<file path="src/rtl/cxd2545_pkg.sv">
// Shared definitions for the CXD2545 emulator SubQ output path.
//   state_e          : serializer sequencing states
//   SUBQ_NBITS       : bits in one SubQ frame
//   SCOR_CYCLES_DEF  : default SCOR high time in sys_clk cycles
//   TIMEOUT_DEF      : default SQCK inactivity limit in sys_clk cycles
package cxd2545_pkg;

    typedef enum logic [1:0] {
        IDLE    = 2'd0,
        SCOR_HI = 2'd1,
        SHIFT   = 2'd2
    } state_e;

    localparam int SUBQ_NBITS      = 80;
    localparam int SCOR_CYCLES_DEF = 64;
    localparam int TIMEOUT_DEF     = 65535;

endpackage

</file>
<file path="src/rtl/cxd2545_edge_det.sv">
// Registered edge detector for an already-synchronised level input.
// The previous level is held in a flop; rise/fall are combinational
// comparisons of the current input against that flop.
//   clk          : clock
//   rst_n        : asynchronous active-low reset
//   sig          : level input
//   rise         : high for the cycle in which sig is 1 and was 0
//   fall         : high for the cycle in which sig is 0 and was 1
module cxd2545_edge_det
    import cxd2545_pkg::*;
#(
    // Idle level of the input; the previous-level flop resets to it so that
    // reset release never produces a spurious edge.
    parameter logic RESET_LEVEL = 1'b1
) (
    input  logic clk,
    input  logic rst_n,
    input  logic sig,
    output logic rise,
    output logic fall
);

    logic sig_prev_q;
    logic sig_prev_d;

    always_comb begin
        sig_prev_d = sig;
    end

    always_ff @(posedge clk or negedge rst_n) begin
        if (!rst_n) begin
            sig_prev_q <= RESET_LEVEL;
        end else begin
            sig_prev_q <= sig_prev_d;
        end
    end

    assign rise = sig & ~sig_prev_q;
    assign fall = ~sig & sig_prev_q;

endmodule

</file>
<file path="src/rtl/cxd2545_subq_serializer.sv">
// SubQ frame serializer: accepts one frame per sector into a pending buffer,
// announces it with SCOR, then shifts it out LSB first on SQSO, one bit per
// rising SQCK edge from the host. A second frame may be queued while the
// current one is shifting.
//   sys_clk      : system clock
//   reset_n      : asynchronous active-low reset
//   load_valid   : frame offered
//   load_data    : frame, bit 0 transmitted first
//   load_ready   : pending buffer empty (accept on load_valid && load_ready)
//   sqck         : host shift clock, synchronised, idle high
//   scor         : subcode sync flag
//   sqso         : serial SubQ data
//   busy         : not idle
//   frame_done   : one-cycle pulse after the last bit has been shifted
//   frame_abort  : one-cycle pulse when the host stops clocking mid-frame
module cxd2545_subq_serializer
    import cxd2545_pkg::*;
#(
    parameter int NBITS       = SUBQ_NBITS,
    parameter int SCOR_CYCLES = SCOR_CYCLES_DEF,
    parameter int TIMEOUT     = TIMEOUT_DEF
) (
    input  logic             sys_clk,
    input  logic             reset_n,
    input  logic             load_valid,
    input  logic [NBITS-1:0] load_data,
    output logic             load_ready,
    input  logic             sqck,
    output logic             scor,
    output logic             sqso,
    output logic             busy,
    output logic             frame_done,
    output logic             frame_abort
);

    localparam int               CNT_W     = $clog2(NBITS + 1);
    localparam logic [CNT_W-1:0] LAST_CNT  = CNT_W'(NBITS);
    localparam logic [15:0]      TMO       = 16'(TIMEOUT);
    localparam logic [15:0]      SCOR_LAST = 16'(SCOR_CYCLES - 1);

    state_e             state_q, state_d;
    logic [NBITS-1:0]   shreg_q, shreg_d;
    logic [NBITS-1:0]   pend_q, pend_d;
    logic               pend_full_q, pend_full_d;
    logic [CNT_W-1:0]   bit_cnt_q, bit_cnt_d;
    logic [15:0]        timer_q, timer_d;
    logic               done_q, done_d;
    logic               abort_q, abort_d;

    logic               sqck_rise;
    logic               sqck_fall_unused;
    logic [CNT_W-1:0]   bit_cnt_inc;
    logic [15:0]        timer_inc;

    cxd2545_edge_det #(
        .RESET_LEVEL (1'b1)
    ) u_sqck_edge (
        .clk   (sys_clk),
        .rst_n (reset_n),
        .sig   (sqck),
        .rise  (sqck_rise),
        .fall  (sqck_fall_unused)
    );

    assign load_ready  = ~pend_full_q;
    assign scor        = (state_q == SCOR_HI);
    assign busy        = (state_q != IDLE);
    // Data is only presented while a frame is active; IDLE forces 0 so stale
    // shift-register contents never leak onto the pin.
    assign sqso        = (state_q != IDLE) & shreg_q[0];
    assign frame_done  = done_q;
    assign frame_abort = abort_q;

    always_comb begin
        state_d     = state_q;
        shreg_d     = shreg_q;
        pend_d      = pend_q;
        pend_full_d = pend_full_q;
        bit_cnt_d   = bit_cnt_q;
        timer_d     = timer_q;
        done_d      = 1'b0;
        abort_d     = 1'b0;

        bit_cnt_inc = bit_cnt_q + 1'b1;
        // Saturating so a very large TIMEOUT can never be skipped by a wrap.
        timer_inc   = (timer_q == 16'hFFFF) ? timer_q : timer_q + 16'd1;

        // Loads only land while the buffer is empty, so this never collides
        // with IDLE draining the buffer in the same cycle.
        if (load_valid && load_ready) begin
            pend_d      = load_data;
            pend_full_d = 1'b1;
        end

        case (state_q)
            IDLE: begin
                if (pend_full_q) begin
                    shreg_d     = pend_q;
                    pend_full_d = 1'b0;
                    bit_cnt_d   = '0;
                    timer_d     = '0;
                    state_d     = SCOR_HI;
                end
            end

            SCOR_HI, SHIFT: begin
                if (sqck_rise) begin
                    // An early host clock in SCOR_HI cuts SCOR short and
                    // consumes bit 0 exactly like a normal shift.
                    shreg_d   = shreg_q >> 1;
                    bit_cnt_d = bit_cnt_inc;
                    timer_d   = '0;
                    state_d   = SHIFT;
                    if (bit_cnt_inc == LAST_CNT) begin
                        done_d  = 1'b1;
                        state_d = IDLE;
                    end
                end else if (state_q == SCOR_HI) begin
                    // timer doubles as the SCOR duration counter here
                    if (timer_q == SCOR_LAST) begin
                        timer_d = '0;
                        state_d = SHIFT;
                    end else begin
                        timer_d = timer_inc;
                    end
                end else if (timer_inc == TMO) begin
                    // Pending frame is kept; IDLE launches it next cycle.
                    abort_d = 1'b1;
                    state_d = IDLE;
                end else begin
                    timer_d = timer_inc;
                end
            end

            default: begin
                state_d = IDLE;
            end
        endcase
    end

    always_ff @(posedge sys_clk or negedge reset_n) begin
        if (!reset_n) begin
            state_q     <= IDLE;
            pend_full_q <= 1'b0;
            bit_cnt_q   <= '0;
            timer_q     <= '0;
            done_q      <= 1'b0;
            abort_q     <= 1'b0;
        end else begin
            state_q     <= state_d;
            pend_full_q <= pend_full_d;
            bit_cnt_q   <= bit_cnt_d;
            timer_q     <= timer_d;
            done_q      <= done_d;
            abort_q     <= abort_d;
        end
    end

    // Frame data needs no reset: it is qualified by pend_full_q and state_q.
    always_ff @(posedge sys_clk) begin
        shreg_q <= shreg_d;
        pend_q  <= pend_d;
    end

endmodule

</file>
<file path="config.mk">
export PLATFORM = sky130hd
export DESIGN_NAME = cxd2545_subq_serializer
export DESIGN_NICKNAME = d
export VERILOG_FILES = /design/src/rtl/cxd2545_pkg.sv /design/src/rtl/cxd2545_edge_det.sv /design/src/rtl/cxd2545_subq_serializer.sv
export SDC_FILE = /design/constraint.sdc
export NUM_CORES = 1
export LEC_CHECK = 0
export ABC_AREA = 0
export CORE_MARGIN = 5
export CORE_UTILIZATION = 60
export DETAILED_ROUTE_END_ITERATION = 12
export GPL_TIMING_DRIVEN = 0
export PLACE_DENSITY = 0.89
export RECOVER_POWER = 100
export SYNTH_ARGS = -nofsm -noshare
export SYNTH_HDL_FRONTEND = slang
export SYNTH_HIERARCHICAL = 1
export SYNTH_SLANG_ARGS = --single-unit
</file>
<file path="constraint.sdc">
create_clock -name sys_clk -period 8 [get_ports sys_clk]
set_clock_uncertainty 0.2 [all_clocks]
set_input_delay 1.6 -clock sys_clk [delete_from_list [all_inputs] [get_ports sys_clk]]
set_output_delay 1.6 -clock sys_clk [all_outputs]
set_load 0.005 [all_outputs]
</file>
==> impl_metrics.py, run 1 <==
metrics = {
    "run_status": {
        "status": "complete, but fails checks",
        "violations": "max-capacitance violations, max-slew violations",
    },
    "worst_setup_path": {
        "cp-end-kind": "register",
        "crit_path_start_kind": "input pin",
        "cp_slowest_cell": "nor2b_1",
        "cp_cell_sequence": "dlygate4sd3_1 -> nor2b_1 -> clkbuf_1 -> buf_12",
        "worstSetupPathType": "in -> reg",
        "path_delay_family": "buffers and inverters",
        "path_max_fanout": 36,
        "max_stage_delay_ps": 1710,
        "cp.required_ps": 7920,
        "critPathArrivalTime_ps": 5200,
        "worst-path-buf-inv": 3,
    },
    "grt": {
        "grt_first_pass_wirelength_mm": 24.9,
        "grt.busiest_layer": "met2",
        "grt_use_met3": 0.0636,
        "antenna_found_initial": 1,
        "grt_util_all_layers": 0.220,
        "grt_overflow": 0,
        "gr-usage-met2": 0.352,
        "grt_use_met1": 0.296,
        "grt_pass1_vias": 4719,
        "grt_max_degree": 71,
    },
    "clocking": {
        "cts_hold_buf": 0,
        "cts_tree": "built",
        "cts_made_buffers": 17,
        "clk_pin_slew_worst_paths_ps": 60,
        "cts-root-buf": "clkbuf_16",
        "clk_latency_ps": 430,
        "post_cts_buffers": 0,
        "cts-resized-gates": 0,
        "cts.sinks": 189,
        "cts_max_level": 4,
        "clock_path_buffers": 2,
    },
    "layout": {
        "fin_area_um2": 9430,
        "fin_cells": 773,
        "nets": 678,
        "fillerInstances": 729,
        "layout-area-overhead-vs-synth_pct": 22.3,
        "drive_gt1_frac": 0.200,
        "post-route-util": 0.747,
    },
    "routing": {
        "postRouteAntennaNets": 0,
        "dr.pass1.iters": 5,
        "drtIter0Drc": 456,
        "wl_mm": 15.4,
        "remaining_drc_errors": 0,
        "wire_per_inst_um": 20.0,
        "routed_via_density": 5.82,
        "vias": 4499,
    },
    "power_and_ir_drop": {
        "power_mw": 3.65,
        "power.density_nw_per_um2": 387,
        "ir_drop_uv": 238,
        "leakage_nw": 3.39,
    },
    "floorplan": {
        "die_w_um": 123,
        "ioPinCount": 90,
        "core_region_area_um2": 12600,
        "num_rows": 41,
        "die_area_um2": 15200,
        "start_util": 0.611,
        "die_y_um": 123,
    },
    "synth": {
        "ys_warn_count": 6,
        "syn_area_um2": 7710,
        "synth_nets": 567,
        "syn_area_per_cell_um2": 16.1,
        "syn_inst": 478,
    },
    "placement": {
        "place.gp.congestion": 0.889,
        "dpl.cell_count": 742,
        "place_area_um2": 8900,
        "io_buffers": 89,
        "dpl.hpwl_mm": 9.84,
    },
    "timing": {
        "finalHoldViolCount": 0,
        "maxSlewViolCount": 58,
        "grt_setup_unrepaired": "no",
        "setup_viol": 0,
        "fin_crit_ps": 5280,
        "period_share": 0.660,
        "finalSetupTns_ps": 0,
        "max-slew-margin-rel": -0.537,
        "max_freq_mhz": 189,
        "tightest_slew_ps": 2300,
    },
    "flow_run": {
        "maxCapViolCount": 3,
    },
    "hold_path": {
        "min_path_type": "reg -> reg",
    },
}
## area by class of cell
class | count | area [um^2] | area share
Multi-Input combinational cell | 254 | 1970 | 0.209
Timing Repair Buffer | 92 | 936 | 0.0993
Clock inverter | 12 | 193 | 0.0204
Tap cell | 172 | 215 | 0.0228
Sequential cell | 189 | 5530 | 0.587
Buffer | 22 | 97.6 | 0.0104
Inverter | 13 | 50.0 | 0.00531
Clock buffer | 18 | 429 | 0.0455
Antenna cell | 1 | 2.50 | 0.000265
## per-layer routing
layer	wire (um)	share of wire
met3	1270	0.082
met2	7680	0.50
met5	0	0
met4	191	0.012
met1	6290	0.41
## registers in the layout, summed over array words and instances, names as in the netlist
register / flops
timer_q: 16
frame_done: 1
pend_q: 80
pend_full_q: 1
bit_cnt_q: 7
frame_abort: 1
state_q: 2
shreg_q: 80
u_sqck_edge/sig_prev_q: 1
## metrics by stage
step | worst slack (ps) | hold WS (ps)
after global routing | 2400 | 365
after floorplan | 2140 | 275
after detailed placement | 3550 | 323
after CTS | 3980 | 336
after global placement | 191 | 292
final | 2720 | 333
## layout by cell type (no fill, tap or decap), types with 2 or more instances in the layout
cell	instances
clkbuf_16	17
dlygate4sd3_1	88
o31ai_1	6
clkbuf_1	20
a22o_1	5
mux2i_1	3
bufinv_16	5
a21o_1	4
ha_1	5
a21oi_1	19
nand2b_1	2
inv_1	12
dfrtp_1	28
buf_2	3
o21ai_0	20
and4_1	2
nand4_1	8
nor3_1	7
mux2_2	76
edfxtp_1	160
nor2_1	15
inv_6	2
nand2_1	25
nand3_1	11
clkinv_2	2
nor2b_1	4
nor4_1	6
and3_1	2
clkinv_1	2
mux2_1	5
or4_1	3
o211ai_1	3
or2_2	3
## worst min-delay path, cell delays in order, from the launching register on
cell and delay, ps:
dfrtp_1 370, nand2_1 50, o21ai_0 70
## power by group
group	switching [mW]	internal, mW	total, mW
clock	0.353	0.550	0.902
combinational	0.604	0.448	1.05
sequential	0.109	1.59	1.70
total	1.07	2.58	3.65
## worst paths after layout
| kind | from | to | slack (ps) | depth (start not counted) |
|---|---|---|---|---|
| hold reg to reg | bit_cnt_q[1]$_DFFE_PN0P_ | bit_cnt_q[1]$_DFFE_PN0P_ | 330 | 2 |
| hold / removal | bit_cnt_q[1]$_DFFE_PN0P_ | bit_cnt_q[1]$_DFFE_PN0P_ | 330 | 2 |
| min in group asynchronous | reset_n | timer_q[15]$_DFFE_PN0P_ | 1380 | 1 |
| setup reg to reg | timer_q[0]$_DFFE_PN0P_ | timer_q[15]$_DFFE_PN0P_ | 3200 | 9 |
| setup / recovery | load_valid | pend_q[69]$_DFFE_PP_ | 2720 | 4 |
| max in group asynchronous | reset_n | timer_q[7]$_DFFE_PN0P_ | 5240 | 1 |
(Power assumes the default switching activity.)
==> inputs of run 2 (changes only) <==
--- a/config.mk
+++ b/config.mk
@@ -7,10 +7,10 @@
 export LEC_CHECK = 0
 export ABC_AREA = 0
 export CORE_MARGIN = 5
-export CORE_UTILIZATION = 60
+export CORE_UTILIZATION = 56
 export DETAILED_ROUTE_END_ITERATION = 12
 export GPL_TIMING_DRIVEN = 0
-export PLACE_DENSITY = 0.89
+export PLACE_DENSITY = 0.84
 export RECOVER_POWER = 100
 export SYNTH_ARGS = -nofsm -noshare
 export SYNTH_HDL_FRONTEND = slang
==> constraint.sdc (replaced) <==
create_clock -name sys_clk -period 5.45 [get_ports sys_clk]
set_clock_uncertainty 0.2 [all_clocks]
set_input_delay 1.09 -clock sys_clk [delete_from_list [all_inputs] [get_ports sys_clk]]
set_output_delay 1.09 -clock sys_clk [all_outputs]
set_load 0.005 [all_outputs]
==> run 2 against run 1 <==
The flow still finishes with violations (max-capacitance violations, max-slew violations). Worst setup slack worse by 1500 ps. Critical path depth is 5 higher. Sequential cell count is the same. Sequential power rose by 45%. Utilization shrank 3.9 points. Die area grew 6.6%. Combinational power rose by 47%. Worst hold slack got worse by 5.9 ps. Cell count is 0.65% higher. First-iteration DRC count fell by 22%.
==> impl_metrics.py, run 2 (synthesis results as in run 1) <==
metrics = {
    "grt": {
        "grt_util_all_layers": 0.191,
        "grt_first_pass_wirelength_mm": 23.6,
        "grt_max_degree": 69,
        "grt_pass1_vias": 4590,
        "antenna_found_initial": 0,
        "grt_overflow": 0,
    },
    "floorplan": {
        "die_y_um": 127,
        "core_region_area_um2": 13300,
        "start_util": 0.578,
        "die_w_um": 127,
        "ioPinCount": 90,
        "die_area_um2": 16200,
        "num_rows": 42,
    },
    "timing": {
        "setup_viol": 0,
        "maxSlewViolCount": 68,
        "whs_ps": 327,
        "grt_setup_unrepaired": "no",
        "fin_crit_ps": 4240,
        "finalSetupTns_ps": 0,
        "max_freq_mhz": 236,
        "max-slew-margin-rel": -0.798,
        "period_share": 0.777,
        "finalHoldViolCount": 0,
        "tightest_slew_ps": 2690,
    },
    "routing": {
        "dr.pass1.iters": 5,
        "remaining_drc_errors": 0,
        "wire_per_inst_um": 18.7,
        "postRouteAntennaNets": 0,
        "routed_via_density": 5.76,
        "wl_mm": 14.6,
        "vias": 4483,
        "drtIter0Drc": 357,
    },
    "layout": {
        "post-route-util": 0.708,
        "multi_input_area_um2": 1990,
        "fin_area_um2": 9450,
        "fillerInstances": 855,
        "fin_cells": 778,
        "final_common_cell": "edfxtp_1",
        "drive_gt1_frac": 0.211,
        "layout-area-overhead-vs-synth_pct": 22.6,
        "nets": 678,
        "largestRegisters": "pend_q: 80 flops, shreg_q: 80 flops, timer_q: 16 flops",
        "layout_common_cells": "160 x edfxtp_1, 88 x dlygate4sd3_1, 77 x mux2_2",
        "register_area_um2": 5530,
        "n_antenna_cell": 0,
    },
    "placement": {
        "place_area_um2": 8900,
        "place.gp.congestion": 0.880,
        "dpl.cell_count": 746,
        "dpl.hpwl_mm": 9.70,
        "io_buffers": 89,
    },
    "run_status": {
        "status": "complete, but fails checks",
        "violations": "max-capacitance violations, max-slew violations",
    },
    "clocking": {
        "cts-resized-gates": 0,
        "cts.sinks": 189,
        "cts_hold_buf": 0,
        "clk_pin_slew_worst_paths_ps": 70,
        "clock_path_buffers": 2,
        "clk_latency_ps": 430,
        "cts_max_level": 4,
        "cts_made_buffers": 17,
        "cts_tree": "built",
        "cts-root-buf": "clkbuf_16",
        "post_cts_buffers": 0,
    },
    "worst_setup_path": {
        "cp.required_ps": 5550,
        "max_stage_delay_ps": 830,
        "critPathArrivalTime_ps": 4340,
        "cp-end-kind": "register",
        "worstSetupPathType": "in -> reg",
        "cp_slowest_cell": "clkinvlp_2",
        "crit_path_start_kind": "input pin",
        "cp_cell_sequence": "dlygate4sd3_1 -> nor2b_1 -> nand2b_1 -> o211ai_1 -> clkbuf_1 -> clkinvlp_2 -> buf_16 -> nand3_1 -> o21ai_0",
        "path_max_fanout": 68,
    },
    "flow_run": {
        "maxCapViolCount": 3,
    },
    "power_and_ir_drop": {
        "leakage_nw": 3.41,
        "ir_drop_uv": 370,
        "power.density_nw_per_um2": 557,
    },
    "hold_path": {
        "min_path_type": "reg -> reg",
    },
}
-- run 2: path summary, 6_finish.rpt --
path / from / slack (ps) / depth (start not counted) / end
min reg2reg: bit_cnt_q[1]$_DFFE_PN0P_ / 330 / 2 / bit_cnt_q[1]$_DFFE_PN0P_
max reg2reg: timer_q[0]$_DFFE_PN0P_ / 1230 / 9 / timer_q[10]$_DFFE_PN0P_
max in group asynchronous: reset_n / 3290 / 1 / bit_cnt_q[2]$_DFFE_PN0P_
min: bit_cnt_q[1]$_DFFE_PN0P_ / 330 / 2 / bit_cnt_q[1]$_DFFE_PN0P_
max: sqck / 1210 / 9 / bit_cnt_q[0]$_DFFE_PN0P_
min in group asynchronous: reset_n / 850 / 1 / timer_q[3]$_DFFE_PN0P_
-- run 2: area by class of cell --
| class | count | share of cell area |
|---|---|---|
| flip-flops and latches | 189 | 0.585 |
| inverters | 13 | 0.00530 |
| multi-input cells | 254 | 0.211 |
| clock buffers | 21 | 0.0466 |
| well taps | 176 | 0.0233 |
| repair buffers | 92 | 0.101 |
| clock inverters | 11 | 0.0171 |
| plain buffers | 22 | 0.0105 |
-- run 2: critical path, delay by kind of cell --
family	cells	cell delay [ps]
simple gates	3	600
compound gates	2	340
buf+inv	4	2300
-- run 2: through the flow --
step | worst slack, ps | power [mW]
after floorplan | 99.6 | 3.57
after detailed placement | 1560 | 4.05
after global routing | 916 | 5.54
final | 1210 | 5.26
after global placement | -1960 | 3.96
after CTS | 2020 | 5.33
-- run 2: report_power, final --
part	switching (mW)	total [mW]	internal, mW
sequential	0.147	2.47	2.33
clock	0.521	1.25	0.730
combinational	0.872	1.54	0.669
total	1.54	5.26	3.72
-- run 2: metal layers --
layer	GRT usage	vias to the layer above	wire (um)	share of wire
li1	-	2062	-	-
met5	0	-	0	0
met3	0.0593	26	1070	0.074
met4	0.0606	0	272	0.019
met2	0.302	200	7060	0.48
met1	0.257	2195	6160	0.42
==> inputs of run 3 (changes only) <==
--- a/config.mk
+++ b/config.mk
@@ -7,10 +7,10 @@
 export LEC_CHECK = 0
 export ABC_AREA = 0
 export CORE_MARGIN = 5
-export CORE_UTILIZATION = 56
+export CORE_UTILIZATION = 50
 export DETAILED_ROUTE_END_ITERATION = 12
 export GPL_TIMING_DRIVEN = 0
-export PLACE_DENSITY = 0.84
+export PLACE_DENSITY = 0.79
 export RECOVER_POWER = 100
 export SYNTH_ARGS = -nofsm -noshare
 export SYNTH_HDL_FRONTEND = slang
==> constraint.sdc (replaced) <==
create_clock -name sys_clk -period 3.6 [get_ports sys_clk]
set_clock_uncertainty 0.2 [all_clocks]
set_input_delay 0.72 -clock sys_clk [delete_from_list [all_inputs] [get_ports sys_clk]]
set_output_delay 0.72 -clock sys_clk [all_outputs]
set_load 0.005 [all_outputs]
==> run 3 against run 2 <==
The flow still finishes with violations (max-capacitance violations, max-slew violations). Critical path depth did not move. Worst hold slack worse by 4.7 ps. Sequential power increased by 51%. Clock power increased by 46%. Utilization decreased by 8.3 points. Cell count is 1.7% higher. Routed wire length is 2.8% lower. Combinational power grew 52%. Register-to-register slack lost 1000 ps. Global-route usage is 2.9 points lower. Via count decreased by 2.6%. Cell area is 0.15% higher. Largest cell class unchanged. Largest power group unchanged.
==> impl_metrics.py, run 3 (synthesis results as in run 1) <==
metrics = {
    "grt": {
        "grt_overflow": 0,
        "grt_util_all_layers": 0.162,
        "grt_first_pass_wirelength_mm": 22.8,
        "grt_max_degree": 37,
        "antenna_found_initial": 0,
        "grt_pass1_vias": 4512,
    },
    "floorplan": {
        "die_w_um": 134,
        "start_util": 0.509,
        "num_rows": 45,
        "ioPinCount": 90,
        "die_y_um": 134,
        "core_region_area_um2": 15100,
        "die_area_um2": 18000,
    },
    "power_and_ir_drop": {
        "leakage_nw": 3.43,
        "ir_drop_uv": 436,
        "power_mw": 7.87,
        "power.density_nw_per_um2": 832,
    },
    "routing": {
        "routed_via_density": 5.52,
        "vias": 4368,
        "wire_per_inst_um": 17.9,
        "wl_mm": 14.1,
        "drtIter0Drc": 393,
        "dr.pass1.iters": 4,
        "remaining_drc_errors": 0,
        "postRouteAntennaNets": 0,
    },
    "layout": {
        "largestRegisters": "pend_q: 80 flops, shreg_q: 80 flops, timer_q: 16 flops",
        "nets": 680,
        "fin_area_um2": 9460,
        "post-route-util": 0.625,
        "final_common_cell": "edfxtp_1",
        "n_antenna_cell": 0,
        "layout_common_cells": "160 x edfxtp_1, 88 x dlygate4sd3_1, 75 x mux2_2",
        "drive_gt1_frac": 0.217,
        "layout-area-overhead-vs-synth_pct": 22.7,
    },
    "worst_setup_path": {
        "cp.required_ps": 3690,
        "critPathArrivalTime_ps": 3490,
        "worstSetupPathType": "reg -> reg",
        "cp_cell_sequence": "ha_1 -> clkbuf_1 -> nand4_4 -> nor4_4 -> o21ai_2 -> nor4_4 -> nand4b_4 -> o21ai_2 -> mux2_1",
        "cp-end-kind": "register",
        "crit_path_start_kind": "register",
        "path_max_fanout": 10,
        "cp_slowest_cell": "nor4_4",
        "max_stage_delay_ps": 650,
    },
    "timing": {
        "finalHoldViolCount": 0,
        "setup_viol": 0,
        "grt_setup_unrepaired": "no",
        "maxSlewViolCount": 30,
        "tightest_slew_ps": 1610,
        "fin_crit_ps": 3400,
        "max_freq_mhz": 294,
        "max-slew-margin-rel": -0.0733,
        "period_share": 0.945,
    },
    "placement": {
        "io_buffers": 89,
        "place_area_um2": 8930,
        "place.gp.congestion": 0.895,
        "dpl.hpwl_mm": 9.56,
    },
    "hold_path": {
        "min_path_type": "reg -> reg",
    },
    "clocking": {
        "cts-root-buf": "clkbuf_16",
        "cts_hold_buf": 0,
        "cts.sinks": 189,
        "cts_tree": "built",
        "cts-resized-gates": 0,
        "cts_made_buffers": 17,
        "clk_latency_ps": 420,
        "clk_pin_slew_worst_paths_ps": 70,
        "clock_path_buffers": 2,
        "cts_max_level": 4,
    },
    "flow_run": {
        "maxCapViolCount": 1,
    },
    "run_status": {
        "status": "complete, but fails checks",
        "violations": "max-capacitance violations, max-slew violations",
    },
}
==> run 3: report_power, final <==
group / total, mW / switching [mW] / leakage, nW / internal [mW]
clock: 1.82 / 0.793 / 0.269 / 1.02
combinational: 2.34 / 1.33 / 1.25 / 1.01
sequential: 3.72 / 0.207 / 1.91 / 3.51
total: 7.87 / 2.33 / 3.43 / 5.55
==> run 3: worst paths after layout <==
kind	cells past startpoint	to	slack, ps	from
min in group asynchronous	1	timer_q[2]$_DFFE_PN0P_	510	reset_n
min reg2reg	2	bit_cnt_q[1]$_DFFE_PN0P_	320	bit_cnt_q[1]$_DFFE_PN0P_
max reg2reg	9	timer_q[15]$_DFFE_PN0P_	200	timer_q[0]$_DFFE_PN0P_
min	2	bit_cnt_q[1]$_DFFE_PN0P_	320	bit_cnt_q[1]$_DFFE_PN0P_
max	9	timer_q[15]$_DFFE_PN0P_	200	timer_q[0]$_DFFE_PN0P_
max in group asynchronous	1	timer_q[15]$_DFFE_PN0P_	1760	reset_n
==> run 3: area by class of cell <==
class | count | area (um^2)
inverter | 13 | 50.0
sequential | 189 | 5530
multi-input combinational | 254 | 2030
tap | 188 | 235
fill | 1088 | 5680
timing repair buffer | 94 | 946
clock buffer | 18 | 429
timing repair inverter | 1 | 5.00
buffer | 21 | 93.8
clock inverter | 13 | 139
==> run 3: worst max-delay path: cells and delay by family (launching register included) <==
kind	cells	cell delay [ps]
and+or+nand+nor	4	1420
AOI/OAI and AO/OA	2	380
adders and majority gates	1	190
DFF	1	450
muxes	1	340
buffers and inverters	1	290
==> run 3: stage by stage <==
step                hold WS (ps)  setup slack (ps)  std cells  TNS, ps
floorplan                    224              58.6        478        0
global placement             290             -1290        755  -197980
detailed placement           314              -378        759   -17830
CTS                          330               175        791        0
global route                 360              18.2        791        0
finish                       322               198        791        0
==> run 3: timing repair <==
action,CTS,global route
buffers inserted,1,0
hold endpoints to repair,0,0
endpoints found under the setup margin,60,0
==> run 3: routing by layer <==
| layer | global-route usage | wire, um | share of wire |
|---|---|---|---|
| met1 | 0.209 | 6220 | 0.44 |
| met2 | 0.265 | 7000 | 0.49 |
| met3 | 0.0416 | 741 | 0.052 |
| met4 | 0.0622 | 181 | 0.013 |
| met5 | 0 | 0 | 0 |
